`src/rtl/ocs_slot_scheduler_if.sv`:
```
// Scheduler-facing bundle: run/link status in, per-channel sync handshake out, OCS config out.
// The master modport is the scheduler side; the slave modport is the MAC/OCS environment side.
interface ocs_slot_scheduler_if #(
   parameter int P_CHANNEL_NUM = 8
);
   logic                     i_enable;
   logic [P_CHANNEL_NUM-1:0] i_link_up;
   logic [P_CHANNEL_NUM-1:0] o_sync_valid;
   logic [P_CHANNEL_NUM-1:0] i_sync_ready;
   logic [15:0]              o_slot_id;
   logic [7:0]               o_cfg_idx;
   logic                     o_ocs_switch;
   logic                     o_slot_active;
   logic [P_CHANNEL_NUM-1:0] o_sync_miss;
   logic                     o_link_err;
   logic [2:0]               o_state;

   modport master (
      input  i_enable, i_link_up, i_sync_ready,
      output o_sync_valid, o_slot_id, o_cfg_idx, o_ocs_switch,
             o_slot_active, o_sync_miss, o_link_err, o_state
   );

   modport slave (
      output i_enable, i_link_up, i_sync_ready,
      input  o_sync_valid, o_slot_id, o_cfg_idx, o_ocs_switch,
             o_slot_active, o_sync_miss, o_link_err, o_state
   );
endinterface

```
`src/rtl/ocs_slot_scheduler.sv`:
```
// OCS time-slot sequencer: link-stable wait, per-channel sync handshake, data slot, switch guard.
// All outputs registered (effects one cycle after the condition); sync valids hold until ready or timeout.
module ocs_slot_scheduler #(
   parameter int          P_CHANNEL_NUM   = 8,
   parameter logic [31:0] P_STABLE_CYCLES = 32'd1000,
   parameter logic [31:0] P_SLOT_CYCLES   = 32'd100000,
   parameter logic [31:0] P_SWITCH_CYCLES = 32'd2000,
   parameter logic [31:0] P_SYNC_TIMEOUT  = 32'd256
) (
   input logic                  i_clk,
   input logic                  i_rst_n,
   ocs_slot_scheduler_if.master bus
);

   typedef enum logic [2:0] {
      ST_IDLE        = 3'd0,
      ST_WAIT_STABLE = 3'd1,
      ST_SYNC        = 3'd2,
      ST_SLOT        = 3'd3,
      ST_SWITCH      = 3'd4
   } state_t;

   localparam logic [31:0] STABLE_LAST = P_STABLE_CYCLES - 32'd1;
   localparam logic [31:0] SLOT_LAST   = P_SLOT_CYCLES - 32'd1;
   localparam logic [31:0] SWITCH_LAST = P_SWITCH_CYCLES - 32'd1;
   localparam logic [31:0] SYNC_LAST   = P_SYNC_TIMEOUT - 32'd1;
   localparam logic [7:0]  CFG_MAX     = 8'(P_CHANNEL_NUM - 1);

   state_t                   state_q, state_d;
   logic [31:0]              cnt_q, cnt_d;
   logic [P_CHANNEL_NUM-1:0] valid_q, valid_d;
   logic [P_CHANNEL_NUM-1:0] miss_q, miss_d;
   logic [15:0]              slot_id_q, slot_id_d;
   logic [7:0]               cfg_q, cfg_d;
   logic                     switch_q, switch_d;
   logic                     active_q, active_d;
   logic                     link_err_q, link_err_d;

   logic                     all_up;
   logic                     link_drop;
   logic [P_CHANNEL_NUM-1:0] pending;

   assign all_up    = &bus.i_link_up;
   assign link_drop = !all_up &&
                      (state_q == ST_SYNC || state_q == ST_SLOT || state_q == ST_SWITCH);
   // Bits still owed after this cycle's acceptances; same-cycle last accept beats timeout.
   assign pending   = valid_q & ~bus.i_sync_ready;

   always_comb begin
      state_d    = state_q;
      cnt_d      = cnt_q + 32'd1;
      valid_d    = valid_q;
      miss_d     = '0;
      slot_id_d  = slot_id_q;
      cfg_d      = cfg_q;
      switch_d   = 1'b0;
      active_d   = active_q;
      link_err_d = 1'b0;

      case (state_q)
         ST_IDLE: begin
            cnt_d    = '0;
            valid_d  = '0;
            active_d = 1'b0;
            if (bus.i_enable) state_d = ST_WAIT_STABLE;
         end
         ST_WAIT_STABLE: begin
            if (!bus.i_enable) begin
               state_d = ST_IDLE;
               cnt_d   = '0;
            end else if (!all_up) begin
               cnt_d = '0;
            end else if (cnt_q == STABLE_LAST) begin
               state_d = ST_SYNC;
               cnt_d   = '0;
               valid_d = '1;
            end
         end
         ST_SYNC: begin
            valid_d = pending;
            if (pending == '0) begin
               state_d  = ST_SLOT;
               cnt_d    = '0;
               active_d = 1'b1;
            end else if (cnt_q == SYNC_LAST) begin
               state_d  = ST_SLOT;
               cnt_d    = '0;
               active_d = 1'b1;
               miss_d   = pending;
               valid_d  = '0;
            end
         end
         ST_SLOT: begin
            if (cnt_q == SLOT_LAST) begin
               cnt_d    = '0;
               active_d = 1'b0;
               if (bus.i_enable) begin
                  state_d   = ST_SWITCH;
                  switch_d  = 1'b1;
                  slot_id_d = slot_id_q + 16'd1;
                  cfg_d     = (cfg_q >= CFG_MAX) ? 8'd1 : cfg_q + 8'd1;
               end else begin
                  state_d = ST_IDLE;
               end
            end
         end
         ST_SWITCH: begin
            if (cnt_q == SWITCH_LAST) begin
               state_d = ST_SYNC;
               cnt_d   = '0;
               valid_d = '1;
            end
         end
         default: begin
            state_d = ST_IDLE;
            cnt_d   = '0;
         end
      endcase

      // A dropped link overrides slot end, sync timeout and enable.
      if (link_drop) begin
         state_d    = ST_WAIT_STABLE;
         cnt_d      = '0;
         valid_d    = '0;
         miss_d     = '0;
         active_d   = 1'b0;
         switch_d   = 1'b0;
         cfg_d      = 8'd1;
         slot_id_d  = '0;
         link_err_d = 1'b1;
      end
   end

   always_ff @(posedge i_clk or negedge i_rst_n) begin
      if (!i_rst_n) begin
         state_q    <= ST_IDLE;
         cnt_q      <= '0;
         valid_q    <= '0;
         miss_q     <= '0;
         slot_id_q  <= '0;
         cfg_q      <= 8'd1;
         switch_q   <= 1'b0;
         active_q   <= 1'b0;
         link_err_q <= 1'b0;
      end else begin
         state_q    <= state_d;
         cnt_q      <= cnt_d;
         valid_q    <= valid_d;
         miss_q     <= miss_d;
         slot_id_q  <= slot_id_d;
         cfg_q      <= cfg_d;
         switch_q   <= switch_d;
         active_q   <= active_d;
         link_err_q <= link_err_d;
      end
   end

   assign bus.o_sync_valid  = valid_q;
   assign bus.o_sync_miss   = miss_q;
   assign bus.o_slot_id     = slot_id_q;
   assign bus.o_cfg_idx     = cfg_q;
   assign bus.o_ocs_switch  = switch_q;
   assign bus.o_slot_active = active_q;
   assign bus.o_link_err    = link_err_q;
   assign bus.o_state       = state_q;

endmodule
```
`src/flat_wrapper.sv`:
```
// flat-port wrapper written by rule: the top's interface ports become plain ports
module ocs_slot_scheduler_flat 
#(
   parameter int          P_CHANNEL_NUM   = 8,
   parameter logic [31:0] P_STABLE_CYCLES = 32'd1000,
   parameter logic [31:0] P_SLOT_CYCLES   = 32'd100000,
   parameter logic [31:0] P_SWITCH_CYCLES = 32'd2000,
   parameter logic [31:0] P_SYNC_TIMEOUT  = 32'd256
)
  (i_clk, i_rst_n, bus_i_enable, bus_i_link_up, bus_i_sync_ready, bus_o_sync_valid, bus_o_slot_id, bus_o_cfg_idx, bus_o_ocs_switch, bus_o_slot_active, bus_o_sync_miss, bus_o_link_err, bus_o_state);
  ocs_slot_scheduler_if #(.P_CHANNEL_NUM(P_CHANNEL_NUM)) bus_i ();
  input logic i_clk;
  input logic i_rst_n;
  input wire logic [$bits(bus_i.i_enable)-1:0] bus_i_enable;
  input wire logic [$bits(bus_i.i_link_up)-1:0] bus_i_link_up;
  input wire logic [$bits(bus_i.i_sync_ready)-1:0] bus_i_sync_ready;
  output wire logic [$bits(bus_i.o_sync_valid)-1:0] bus_o_sync_valid;
  output wire logic [$bits(bus_i.o_slot_id)-1:0] bus_o_slot_id;
  output wire logic [$bits(bus_i.o_cfg_idx)-1:0] bus_o_cfg_idx;
  output wire logic [$bits(bus_i.o_ocs_switch)-1:0] bus_o_ocs_switch;
  output wire logic [$bits(bus_i.o_slot_active)-1:0] bus_o_slot_active;
  output wire logic [$bits(bus_i.o_sync_miss)-1:0] bus_o_sync_miss;
  output wire logic [$bits(bus_i.o_link_err)-1:0] bus_o_link_err;
  output wire logic [$bits(bus_i.o_state)-1:0] bus_o_state;
  assign bus_i.i_enable = bus_i_enable;
  assign bus_i.i_link_up = bus_i_link_up;
  assign bus_i.i_sync_ready = bus_i_sync_ready;
  assign bus_o_sync_valid = bus_i.o_sync_valid;
  assign bus_o_slot_id = bus_i.o_slot_id;
  assign bus_o_cfg_idx = bus_i.o_cfg_idx;
  assign bus_o_ocs_switch = bus_i.o_ocs_switch;
  assign bus_o_slot_active = bus_i.o_slot_active;
  assign bus_o_sync_miss = bus_i.o_sync_miss;
  assign bus_o_link_err = bus_i.o_link_err;
  assign bus_o_state = bus_i.o_state;
  ocs_slot_scheduler #(.P_CHANNEL_NUM(P_CHANNEL_NUM), .P_STABLE_CYCLES(P_STABLE_CYCLES), .P_SLOT_CYCLES(P_SLOT_CYCLES), .P_SWITCH_CYCLES(P_SWITCH_CYCLES), .P_SYNC_TIMEOUT(P_SYNC_TIMEOUT)) u_core (.i_clk(i_clk), .i_rst_n(i_rst_n), .bus(bus_i));
endmodule
```
`config.mk`:
```
export PLATFORM = sky130hd
export DESIGN_NAME = ocs_slot_scheduler_flat
export DESIGN_NICKNAME = d
export VERILOG_FILES = /design/src/rtl/ocs_slot_scheduler_if.sv /design/src/rtl/ocs_slot_scheduler.sv /design/src/flat_wrapper.sv
export SDC_FILE = /design/constraint.sdc
export NUM_CORES = 1
export LEC_CHECK = 0
export ABC_AREA = 1
export BUFFER_PORTS_ARGS = -buffer_cell sky130_fd_sc_hd__buf_2
export CORE_MARGIN = 4
export CORE_UTILIZATION = 55
export DETAILED_ROUTE_END_ITERATION = 12
export PLACE_DENSITY = 0.81
export SYNTH_ARGS = -nofsm -noshare
export SYNTH_HDL_FRONTEND = slang
export SYNTH_SLANG_ARGS = --single-unit
```
`constraint.sdc`:
```
create_clock -name i_clk -period 2.3 [get_ports i_clk]
set_clock_uncertainty 0.1 [all_clocks]
set_input_delay 0.46 -clock i_clk [delete_from_list [all_inputs] [get_ports i_clk]]
set_output_delay 0.46 -clock i_clk [all_outputs]
set_load 0.01 [all_outputs]
```
; Yosys cells after proc, flatten, opt, wreduce, memory -nomap -nowiden
; Index checks and enable logic that the tools add are counted.
[totals]
reg_bits = 78
out_inout_bits = 46
in_bits = 19
[classes]
n_reduce_logical = 16
n_eq_ne = 17
order_cmp = 1
bitwise = 2
muxes = 51
n_addsub = 3
[op_table]
columns = cell, count
row1 = 32-bit 2-to-1 mux, 8
row2 = 8-bit 2-to-1 mux, 16
row3 = 32-bit one-hot mux with 4 select lines, 1
row4 = 16-bit 2-to-1 mux, 4
row5 = 32-bit by 1-bit adder with 32-bit output (second input constant), 1
row6 = 32-bit by 10-bit equality test with 1-bit output (second input constant), 1
row7 = 32-bit by 11-bit equality test with 1-bit output (second input constant), 1
row8 = 32-bit by 17-bit equality test with 1-bit output (second input constant), 1
row9 = 32-bit by 8-bit equality test with 1-bit output (second input constant), 1
row10 = 8-bit one-hot mux with 4 select lines, 1
row11 = 3-bit 2-to-1 mux, 10
row12 = 16-bit by 1-bit adder with 16-bit output (second input constant), 1
row13 = 3-bit one-hot mux with 5 select lines, 1
row14 = 3-bit by 2-bit != test with 1-bit output (second input constant), 4
row15 = 1-bit 2-to-1 mux, 9
row16 = 8-bit by 1-bit adder with 8-bit output (second input constant), 1
row17 = 8-bit AND, 1
row18 = 8-bit by 3-bit >= comparator with 1-bit output (second input constant), 1
row19 = 8-bit zero test, 1
row20 = 4-bit by 2-bit != test with 1-bit output (second input constant), 2
row21 = 8-bit inverter, 1
row22 = 8-bit AND reduction, 1
row23 = 3-bit by 2-bit equality test with 1-bit output (second input constant), 2
row24 = 3-bit by 1-bit != test with 1-bit output (second input constant), 2
row25 = 14 further kinds, 18

; Depth between registers and ports, before layout
[logic_depth]
depth_word = 6
mapped_depth = 13
depth_no_buf = 13

; Least setup slack after synthesis
; No wires, ideal clock.
[synth_path]
kind = reg-to-reg
start = reg u_core.cnt_q[0]
end = reg u_core.cnt_q[9]
n_path_buf = 1
t_arrival_ns = 1.654
path_slack_ns = 0.419
stages_incl_launch_ff = 14
t_required_ns = 2.072
period_less_slack_ns = 1.881
cell_sequence = dfrtp_1 -> ha_1 -> nand2_1 -> inv_2 -> nand2_4 -> nor2_4 -> nand2_2 -> nor2_8 -> nor2_2 -> nor2_4 -> nand3_4 -> nand2_8 -> buf_12 -> nor2_4
[synth_between]
elab_chain_cells = 6
elab_cells_between_ends = 14
cone_classes = 1 x add/sub / 4 x eq/ne / 9 x mux
[synth_lines]
columns = element, line
row1 = from (decl), ocs_slot_scheduler.sv:30  ; logic [31:0] cnt_q, cnt_d;
row2 = from (signal assigned), ocs_slot_scheduler.sv:147  ; cnt_q <= cnt_d;
row3 = 32-bit by 1-bit adder with 32-bit output or 32-bit by 10-bit equality test with 1-bit output (tied branches), "ocs_slot_scheduler.sv:51, ocs_slot_scheduler.sv:73"
row4 = 32-bit 2-to-1 mux, ocs_slot_scheduler.sv:73  ; end else if (cnt_q == STABLE_LAST) begin
row5 = 32-bit 2-to-1 mux, ocs_slot_scheduler.sv:71  ; end else if (!all_up) begin
row6 = 32-bit 2-to-1 mux, ocs_slot_scheduler.sv:68  ; if (!bus.i_enable) begin
row7 = 32-bit one-hot mux with 4 select lines *, ocs_slot_scheduler.sv:60  ; case (state_q)
row8 = 32-bit 2-to-1 mux *, ocs_slot_scheduler.sv:121  ; if (link_drop) begin
row9 = named net u_core.cnt_d[9], ocs_slot_scheduler.sv:30
; Mark *: on every way through the listed nets, which the timed path passes. The rest lies on a longest branch.
; A chain may end at the register's enable or synchronous reset.

; Final worst setup path
[layout_path]
start = reg u_core.cnt_q[0]
end = reg u_core.cnt_q[22]
; Same word-level chain as after synthesis.

==> results.yml <==
synth:
  synth_simple_gate_area_share_pct: 39.6
  syn_inst: 601
  yosys.area.top_type_share_pct: 40.5
  synth_edf_count: 0
  ys_seq_area_share_pct: 41.1
  ys_ff_latch: 78
  synth-main-ff-cell: "dfrtp_1"
  yosys.area_share.xor_xnor_pct: 5.34
  synthAdderAreaFrac_pct: 0.789
  synth_compound_area_share_pct: 5.76
  synth_warnings: 0
  ys_top_cells_by_area: "dfrtp_1, nand2_1, nor2_1, nor2_4, inv_1"
  syn-num-nets: 623
  synth_mux_area_share_pct: 0
  synth_top_family_by_area: "simple AND/OR/NAND/NOR gates"
  synth_area_per_cell_um2: 7.92
  async_flop_share_pct: 100
  syn_area_um2: 4760
  synth.largest_area_cell: "dfrtp_1"
  ys_types: 39
sta:
  hold_viol: 0
  worst_pin_slew_ns: 0.548
  final.min_clock_period_ns: 2.12
  setup_violations: 0
  fmax_mhz: 473
  drv_slew: 0
  setup_tns_ns: 0
  post-route-period-util_pct: 92.0
  relSlewSlack_pct: 63.5
  rsz0062_at_grt: "no"
detailed_routing:
  drtIter0Drc: 235
  viasPerCell: 5.44
  final_antenna_net_count: 0
  wl_per_cell_um: 14.6
  drt-total-wl_um: 11500
  vias: 4290
  drt_pass1_iterations: 6
  drc: 0
global_routing:
  grtUsageMet2_pct: 39.8
  grt_use_met1_pct: 30.2
  grt_antenna_before_repair: 0
  busiest_layer: "met2"
  grt.overflow.total: 0
  gr-usage-met3_pct: 2.91
  grt_pass1_vias: 4230
  grtUsageTotal_pct: 23.4
  grt_start_max_net_pins: 35
  grt_pass1_wl_um: 19200
floorplanning:
  dieWidth_um: 101
  die_h_um: 101
  io_pins: 65
  coreArea_um2: 8300
  die-area_um2: 10200
  rows: 33
  initial_core_util_pct: 57.3
placement:
  place_congestion: 0.915
  hpwl_um: 8450
  dp.cells: 770
  port-buffer-count: 64
clock_network:
  post_cts_buffers: 0
  numCtsBuffers: 9
  cts_root_buffer: "clkbuf_8"
  cts_tree: "done"
  htreeDepth: 3
  insertion_delay_ns: 0.34
  cts.sinks: 78
  clkSlewWorstSetupHoldPaths_ns: 0.09
  clockBufferDepth: 2
pwr:
  p_seq_share_pct: 37.9
  powerDensity_nw_per_um2: 852
  swShare_pct: 40.4
  irDropWorstVdd_uv: 468
  p_leak_nw: 2.60
  intPower_mw: 2.77
  clkPwrFrac_pct: 25.3
  combinationalPowerShare_pct: 36.8
  p_total_mw: 4.65
  power.switching_mw: 1.88
layout:
  fin_cells: 788
  drive_gt1_share_pct: 24.6
  num-fill-cells: 702
  area_growth_pct: 14.9
  diodes: 0
  nets: 700
worst_setup_path:
  cpPeakStageDelay_ns: 0.40
  r2r-start: "u_core.cnt_q[0]"
  crit_required_ns: 2.43
  worst_setup_path_start_kind: "register"
  crit_path_max_fanout: 13
  worst_ep_arrival_time_ns: 2.25
  crit_path_cell_trace: "ha_1, nand2_1, inv_2, nand4_4, nor2_2, nand2_2, nand3_2, nand3_4, nand2_8, nor2_4"
  crit_type: "reg -> reg"
  slowest_stage: "dfrtp_1"
  setup.worst_path.start: "u_core.cnt_q[0]"
  critPathCaptureType: "register"
flow_run:
  maxCapViolCount: 0
min_path:
  hold_path_class: "in -> reg"
  hold_path_startpoint: "bus_i_sync_ready[0]"
status:
  run_status: "completed"
[worst paths after layout]
path | endpoint | depth (start not counted) | slack [ns]
worst min register to register | u_core.cnt_q[0] | 1 | 0.39
worst max-delay path | u_core.cnt_q[22] | 10 | 0.18
worst min-delay path | u_core.bus.o_sync_miss[0] | 4 | 0.30
max in group asynchronous | u_core.bus.o_cfg_idx[0] | 3 | 0.91
worst max register to register | u_core.cnt_q[22] | 10 | 0.18
min in group asynchronous | u_core.bus.o_cfg_idx[4] | 2 | 0.49
[placed cells by master, fill, tap and decap left out, types with 2 or more instances in the layout]
| cell type | n |
|---|---|
| inv_2 | 10 |
| nor2_1 | 80 |
| a21oi_1 | 4 |
| nand3_1 | 35 |
| o21ai_2 | 2 |
| nand4_1 | 19 |
| dfrtp_1 | 77 |
| or2_2 | 2 |
| buf_4 | 11 |
| o21ai_1 | 8 |
| inv_6 | 2 |
| nand3b_1 | 9 |
| clkbuf_8 | 10 |
| nand3_2 | 4 |
| clkinvlp_4 | 2 |
| nand2_8 | 2 |
| xnor2_1 | 10 |
| xor2_1 | 19 |
| nand2_1 | 134 |
| o21ai_0 | 23 |
| nand2_4 | 2 |
| nor2_2 | 15 |
| inv_1 | 59 |
| bufinv_16 | 2 |
| o22ai_1 | 9 |
| buf_2 | 63 |
| ha_1 | 3 |
| nand2_2 | 10 |
| nor2_4 | 24 |
| nor3_1 | 20 |
[synth_stat cells, types with 2 or more instances]
library cell and instances:
o21ai_1 8, o21ai_0 23, nand3_1 35, nor2_4 24
nand2_4 2, or2_2 2, a21oi_1 4, nand3b_1 9
buf_12 2, dfrtp_1 77, nand3b_2 2, nand3_2 4
buf_2 5, nand2_1 134, o21ai_2 2, inv_2 10
o22ai_1 9, inv_1 59, xnor2_1 10, nor2_1 80
nand4_1 19, ha_1 3, xor2_1 19, nor3_1 20
nand2_2 10, nor2_2 15, buf_6 2
[metrics by stage]
stage	utilization [%]	cell area, um^2	hold slack (ns)	worst slack, ns
final	65.8	5460	0.300	0.184
after detailed placement	62.6	5190	0.336	0.128
after global routing	65.8	5460	0.314	0.0288
after CTS	65.5	5440	0.279	0.0977
after global placement	62.6	5190	0.334	0.218
after floorplan	-	4760	0.0644	0.419
[final cells by class]
type / instances / area, um^2 / share of cell area, %
clock buffer: 10 / 138 / 2.52
tap: 105 / 131 / 2.40
sequential: 78 / 1950 / 35.7
timing repair buffer: 75 / 408 / 7.47
inverter: 70 / 264 / 4.83
multi-input combinational: 444 / 2480 / 45.3
clock inverter: 6 / 92.6 / 1.69
[routing by layer]
layer,up-vias,wire length [um]
li1,2087,-
met1,2032,4920
met2,145,5680
met3,26,630
met4,0,274
met5,-,0
[power groups by stage]
stage               combinational, mW  sequential, mW  clock, mW
floorplan                        1.13            1.84          0
global placement                 1.58            1.77          0
detailed placement               1.62            1.78          0
CTS                              1.63            1.76       1.21
global route                     1.91            1.79       1.26
finish                           1.71            1.76       1.18
[critical path: cells and delay by family, from the launching register on]
kind / cells / cell delay, ns
AND/OR/NAND/NOR: 8 / 1.14
flip-flops: 1 / 0.40
adder cells (fa/ha/maj): 1 / 0.23
buffers and inverters: 1 / 0.12
[sequential cells by signal, summed over array words and instances (netlist names)]
register,count
u_core.bus.o_cfg_idx,8
u_core.bus.o_state,3
u_core.cnt_q,32
u_core.bus.o_slot_id,16
u_core.bus.o_ocs_switch,1
u_core.bus.o_sync_miss,8
u_core.bus.o_sync_valid,8
u_core.bus.o_link_err,1
u_core.bus.o_slot_active,1
[cell families (layout without fill, tap and decap cells)]
kind of cell,count (synthesis),in the layout
XOR/XNOR,29,29
buffers and inverters,80,161
flip-flops,78,78
AO/OA/AOI/OAI,49,49
adder cells (fa/ha/maj),3,3
AND/OR/NAND/NOR,362,363
[timing repair]
| action | 4_1_cts | 5_1_grt |
|---|---|---|
| setup endpoints to repair | 0 | 11 |
| hold buffers | 1 | 0 |
| endpoints found under the hold margin | 31 | 0 |
| resized for setup | 0 | 2 |
Note: power is estimated with default switching activity, not from simulation.
